===== src/rtl/mem_sweep_pkg.sv =====
// Shared types and helpers for the BRAM sweep controller.
package mem_sweep_pkg;

  typedef enum logic [2:0] {
    ST_IDLE,
    ST_FILL,
    ST_SCAN,
    ST_DRAIN,
    ST_DONE
  } state_e;

  localparam logic MODE_SCAN = 1'b0;
  localparam logic MODE_FILL = 1'b1;

  // Reference word for an address. Computed at 32 bits; callers truncate to
  // the memory width, which equals "truncate the address, then XOR the seed".
  function automatic logic [31:0] pattern(input logic [31:0] addr,
                                          input logic [31:0] seed);
    return addr ^ seed;
  endfunction

endpackage


===== src/rtl/mem_sweep_acc.sv =====
// Result accumulator for SCAN: running checksum, saturating mismatch count
// and the address of the first mismatching word.
module mem_sweep_acc
  import mem_sweep_pkg::*;
#(
  parameter int WID_MEM = 8,
  parameter int CNT_W   = 12
) (
  input  logic               clk,
  input  logic               reset,
  input  logic               clear_i,
  input  logic               valid_i,
  input  logic [31:0]        addr_i,
  input  logic [WID_MEM-1:0] data_i,
  input  logic [WID_MEM-1:0] expected_i,
  output logic [31:0]        checksum_o,
  output logic [CNT_W-1:0]   err_count_o,
  output logic [31:0]        first_err_addr_o
);

  logic [31:0]      checksum_q;
  logic [CNT_W-1:0] err_count_q;
  logic [31:0]      first_err_addr_q;

  // Accumulate one consumed word per valid cycle; clear restarts the results.
  always_ff @(posedge clk) begin
    // NOTE: state registers use non-blocking assignments so every flop samples
    // pre-edge values regardless of statement order.
    if (reset || clear_i) begin
      checksum_q       <= '0;
      err_count_q      <= '0;
      first_err_addr_q <= '1;
    end else if (valid_i) begin
      checksum_q <= checksum_q + 32'(data_i);
      if (data_i != expected_i) begin
        if (err_count_q != '1) err_count_q <= err_count_q + CNT_W'(1);
        // The counter never wraps back to zero, so zero marks "no mismatch yet".
        if (err_count_q == '0) first_err_addr_q <= addr_i;
      end
    end
  end

  assign checksum_o       = checksum_q;
  assign err_count_o      = err_count_q;
  assign first_err_addr_o = first_err_addr_q;

endmodule


===== src/rtl/mem_sweep_ctrl.sv =====
// BRAM sweep controller: FILL writes pattern(addr) to every scan address,
// SCAN reads every scan address, writes it back unchanged and reports results.
module mem_sweep_ctrl
  import mem_sweep_pkg::*;
#(
  parameter int WID_MEM   = 8,
  parameter int DEPTH_MEM = 2048,
  parameter int PARK_ADDR = DEPTH_MEM - 1,
  parameter int CNT_W     = $clog2(DEPTH_MEM) + 1
) (
  input  logic               clk,
  input  logic               reset,
  input  logic               start,
  input  logic               mode,
  input  logic [WID_MEM-1:0] seed,
  output logic [31:0]        mem_raddr,
  output logic [31:0]        mem_waddr,
  output logic [WID_MEM-1:0] mem_din,
  input  logic [WID_MEM-1:0] mem_dout,
  output logic               busy,
  output logic               done,
  output logic [31:0]        checksum,
  output logic [CNT_W-1:0]   err_count,
  output logic [31:0]        first_err_addr
);

  localparam logic [31:0] LAST = 32'(DEPTH_MEM - 1);  // N: number of scanned words
  localparam logic [31:0] PARK = 32'(PARK_ADDR);

  state_e             state_q, state_d;
  logic [WID_MEM-1:0] seed_q, seed_d;
  logic [31:0]        cnt_q, cnt_d;
  logic [31:0]        raddr_q, raddr_d;
  logic [31:0]        waddr_q, waddr_d;
  logic [WID_MEM-1:0] din_q, din_d;
  logic               rd_pend_q, rd_pend_d;  // a read was issued this cycle
  logic               wb_q, wb_d;            // mem_dout holds the word at waddr_q
  logic               acc_clear;

  // Next-state and next-port logic for the sweep sequencer.
  always_comb begin
    // NOTE: every signal gets a default before the case so no path leaves one
    // unassigned, which would infer a latch.
    state_d   = state_q;
    seed_d    = seed_q;
    cnt_d     = cnt_q;
    raddr_d   = PARK;
    rd_pend_d = 1'b0;
    wb_d      = rd_pend_q;
    waddr_d   = rd_pend_q ? raddr_q : PARK;  // write-back trails the read by one cycle
    din_d     = '0;
    acc_clear = 1'b0;
    unique case (state_q)
      ST_IDLE: begin
        if (start) begin
          seed_d    = seed;
          cnt_d     = 32'd1;
          acc_clear = 1'b1;
          if (mode == MODE_FILL) begin
            state_d = ST_FILL;
            waddr_d = 32'd0;
            din_d   = WID_MEM'(pattern(32'd0, 32'(seed)));
          end else begin
            state_d   = ST_SCAN;
            raddr_d   = 32'd0;
            rd_pend_d = 1'b1;
          end
        end
      end
      ST_FILL: begin
        if (cnt_q == LAST) begin
          state_d = ST_DONE;
        end else begin
          waddr_d = cnt_q;
          din_d   = WID_MEM'(pattern(cnt_q, 32'(seed_q)));
          cnt_d   = cnt_q + 32'd1;
        end
      end
      ST_SCAN: begin
        if (cnt_q == LAST) begin
          state_d = ST_DRAIN;
        end else begin
          raddr_d   = cnt_q;
          rd_pend_d = 1'b1;
          cnt_d     = cnt_q + 32'd1;
        end
      end
      ST_DRAIN: state_d = ST_DONE;
      ST_DONE:  state_d = ST_IDLE;
      default:  state_d = ST_IDLE;
    endcase
  end

  // Sequencer registers; reset parks the memory ports on the scratch word.
  always_ff @(posedge clk) begin
    if (reset) begin
      state_q   <= ST_IDLE;
      seed_q    <= '0;
      cnt_q     <= '0;
      raddr_q   <= PARK;
      waddr_q   <= PARK;
      din_q     <= '0;
      rd_pend_q <= 1'b0;
      wb_q      <= 1'b0;
    end else begin
      state_q   <= state_d;
      seed_q    <= seed_d;
      cnt_q     <= cnt_d;
      raddr_q   <= raddr_d;
      waddr_q   <= waddr_d;
      din_q     <= din_d;
      rd_pend_q <= rd_pend_d;
      wb_q      <= wb_d;
    end
  end

  // Write-back passes the read word straight through so the rewrite is exact.
  assign mem_din   = wb_q ? mem_dout : din_q;
  assign mem_raddr = raddr_q;
  assign mem_waddr = waddr_q;
  assign busy      = (state_q == ST_FILL) || (state_q == ST_SCAN) || (state_q == ST_DRAIN);
  assign done      = (state_q == ST_DONE);

  mem_sweep_acc #(
    .WID_MEM (WID_MEM),
    .CNT_W   (CNT_W)
  ) u_acc (
    .clk              (clk),
    .reset            (reset),
    .clear_i          (acc_clear),
    .valid_i          (wb_q),
    .addr_i           (waddr_q),
    .data_i           (mem_dout),
    .expected_i       (WID_MEM'(pattern(waddr_q, 32'(seed_q)))),
    .checksum_o       (checksum),
    .err_count_o      (err_count),
    .first_err_addr_o (first_err_addr)
  );

endmodule

===== config.mk =====
export PLATFORM = sky130hd
export DESIGN_NAME = mem_sweep_ctrl
export DESIGN_NICKNAME = d
export VERILOG_FILES = /design/src/rtl/mem_sweep_pkg.sv /design/src/rtl/mem_sweep_acc.sv /design/src/rtl/mem_sweep_ctrl.sv
export SDC_FILE = /design/constraint.sdc
export NUM_CORES = 1
export LEC_CHECK = 0
export CAP_MARGIN = 20
export CORE_UTILIZATION = 45
export DETAILED_ROUTE_END_ITERATION = 12
export GPL_ROUTABILITY_DRIVEN = 0
export PLACE_DENSITY_LB_ADDON = 0.2
export SKIP_CTS_REPAIR_TIMING = 1
export SKIP_LAST_GASP = 1
export SLEW_MARGIN = 40
export SYNTH_ARGS = -nofsm -noshare
export SYNTH_HDL_FRONTEND = slang
export SYNTH_SLANG_ARGS = --single-unit
export TNS_END_PERCENT = 1

===== constraint.sdc =====
create_clock -name clk -period 2.9 [get_ports clk]
set_input_delay 0.87 -clock clk [delete_from_list [all_inputs] [get_ports clk]]
set_output_delay 0.87 -clock clk [all_outputs]
set_load 0.01 [all_outputs]

==> summary.md <==
| Metric | Value |
|---|---|
| Status | finished, violations left |
| Failing checks | negative setup slack |
| Die Y | 139.4 um |
| Syn_nets | 947 |
| Via count | 7238 |
| Mean Syn Cell Area | 9.281 um2 |
| Global-route wire length before repair | 36.16 mm |
| Fillers | 1574 |
| Area grow syn2layout | 33.11% |
| Post-synth EDFFs | 0 |
| P_leak | 0.004397 uW |
| Max-slew violation count | 0 |
| Die area | 19420 um2 |
| WP buf/inv | 2 |
| Hold violation count in the final report | 0 |
| Minimum clock period | 3053 ps |
| Clk slew on worst S/H paths | 70 ps |
| Worst setup EP type | output port |
| Wirelength, routed | 22.12 mm |
| GR Overflow Total | 0 |
| Register bit total from synthesis | 193 |
| Critical Path, Cell by Cell | clkdlybuf4s50_1, mux2_2, clkdlybuf4s50_1 |
| CP most frequent cell | clkdlybuf4s50_1 |
| Synth warn | 0 |
| Setup WS pre-CTS | -391.2 ps |
| Ys flop type | dfxtp_1 |
| Period utilization | 105.3% |
| Io pins | 170 |
| Starting density of the core | 46.64% |
| CP peak stage delay | 570 ps |
| Final setup TNS | -765.6 ps |
| Worst Path Max Fanout | 3 |
| Initial antenna violation count | 0 |
| Die Span X | 139.4 um |
| Synthesized area | 8492 um2 |
| Peak supply drop | 0.4319 mV |
| Largest net degree at the start of global routing | 29 |
| Post-route ant nets | 0 |
| Power Dens Cells | 498.9 nW/um2 |
| Synth area leader | dfxtp_1 |
| WP data arrival | 2180 ps |
| Crit path required time | 2030 ps |
| Ranking of synthesized cells by instance count | dfxtp_1 (193), nand2_1 (108), nor2_1 (91) |
| Worst Setup Start Kind | primary input |
| H-tree depth | 4 |
| Synth top area share | 45.50% |
| Netlist cell types | 65 |
| Mapped Cells | 915 |
| Port bufs | 169 |
| Std-Cell Rows | 49 |
| Wire per inst | 16.42 um |
| Total GRT Usage | 23.41% |
| Slew HR | 49.19% |
| Vias per cell | 5.373 |
| Actual slew at the worst max-slew pin | 759.4 ps |
| Top cells by area, synth | dfxtp_1 (45%), xnor2_1 (5.5%), nand2_1 (4.8%) |
| Remaining DRCs | 0 |
| Maximum clock path buffer count | 2 |
| Setup-failing EPs final | 7 |
| Cts bufs inserted | 17 |
| Most frequent cell after synthesis | dfxtp_1 |
| Max Freq | 0.3275 GHz |
| Initial DRC count | 373 |
| CP Class | primary input to output port |
| HP Class | register to register |
| CP max-delay cell | clkdlybuf4s50_1 |
| First-pass DRT Iterations | 5 |
| Core area | 18210 um2 |
| RSZ-0062 raised after global routing | yes |
| Detailed placement HPWL | 16.03 mm |
| Vias in the first global route | 6891 |
| CTS sink cnt | 193 |
| Worst skew pair latency | 440 ps |
| Nets | 1137 |
| Fraction of registers with async set or reset after synthesis | 0% |
| Layout cells sized above 1 | 11.27% |
| Post-route setup slack | -153.3 ps |
| Crit path max-delay family | buffers and inverters |
| N_diodes | 0 |
| Root Driver | clkbuf_16 |
| # Max-Cap Violations | 0 |
| CTS tree | done |
| Clock Skews | 9.196 ps |
| Sequential area share after synthesis | 45.50% |
==> power by group <==
group          switching (uW)  internal [uW]
Clock                    1150           1160
Sequential               61.4           2710
Combinational             286            276
Total                    1500           4140
==> kinds of logic after synthesis <==
kind of cell / count (synthesis) / synth area share (%)
simple gates: 381 / 22.78
flops: 193 / 45.50
compound gates: 136 / 11.57
xor+xnor: 75 / 9.032
buf+inv: 73 / 3.845
mux: 45 / 5.422
fa+ha+maj: 12 / 1.856
==> cells in the final DEF, fill, tap and decap left out, drive strengths merged, types with 21 or more instances in the layout <==
cell type,count
nor4,29
nand3,25
and2,25
a21oi,41
clkdlybuf4s50,167
xnor2,53
mux2i,37
inv,24
nor3,25
dfxtp,193
nor2,91
nand2,108
buf,61
a22o,21
==> metal layers <==
layer	global-route usage (%)	vias up	wire, um
met1	32.52	3424	10860
met5	0	-	0
met3	4.095	23	1060
li1	-	3582	-
met2	36.90	209	9887
met4	7.310	0	320
==> registers in the layout, summed over array words and instances (netlist names) <==
name	count
state_q	3
din_q	8
u_acc.checksum_o	32
u_acc.first_err_addr_o	32
seed_q	8
wb_q	1
u_acc.err_count_o	12
cnt_q	32
mem_waddr	32
rd_pend_q	1
mem_raddr	32
==> path summary, 6_finish.rpt <==
kind,start,endpoint,slack (ps),cells past startpoint
worst max register to register,wb_q,u_acc.checksum_o[24],330,7
worst min register to register,mem_waddr[25],u_acc.first_err_addr_o[25],470,2
worst max-delay path,mem_dout[5],mem_din[5],-150,3
worst min-delay path,mem_waddr[25],u_acc.first_err_addr_o[25],470,2
==> per-stage QoR <==
stage	util [%]	area (um2)	instances	hold WS [ps]	power, uW
after floorplan	-	8492	915	461.3	3124
after global routing	62.08	11300	1347	494.8	5862
after detailed placement	58.85	10720	1315	456.3	3389
final	62.08	11300	1347	470.0	5639
after CTS	62.05	11300	1347	475.3	5687
after global placement	58.81	10710	1314	452.8	3382
==> final cells by class <==
class	instances	area [um2]	share of cell area, %
Clock inverter	15	157.7	1.395
Clock buffer	17	425.4	3.764
Tap cell	229	286.5	2.535
Inverter	14	52.55	0.4649
Timing Repair Buffer	230	2192	19.39
Multi-Input combinational cell	649	4325	38.27
Sequential cell	193	3864	34.18
==> tightest hold or removal path, cell delays in order, from the launching register on <==
cell     delay (ps)
dfxtp_1         330
mux2i_1          60
nand2_1          50
Note: power is estimated with default switching activity, not from simulation.
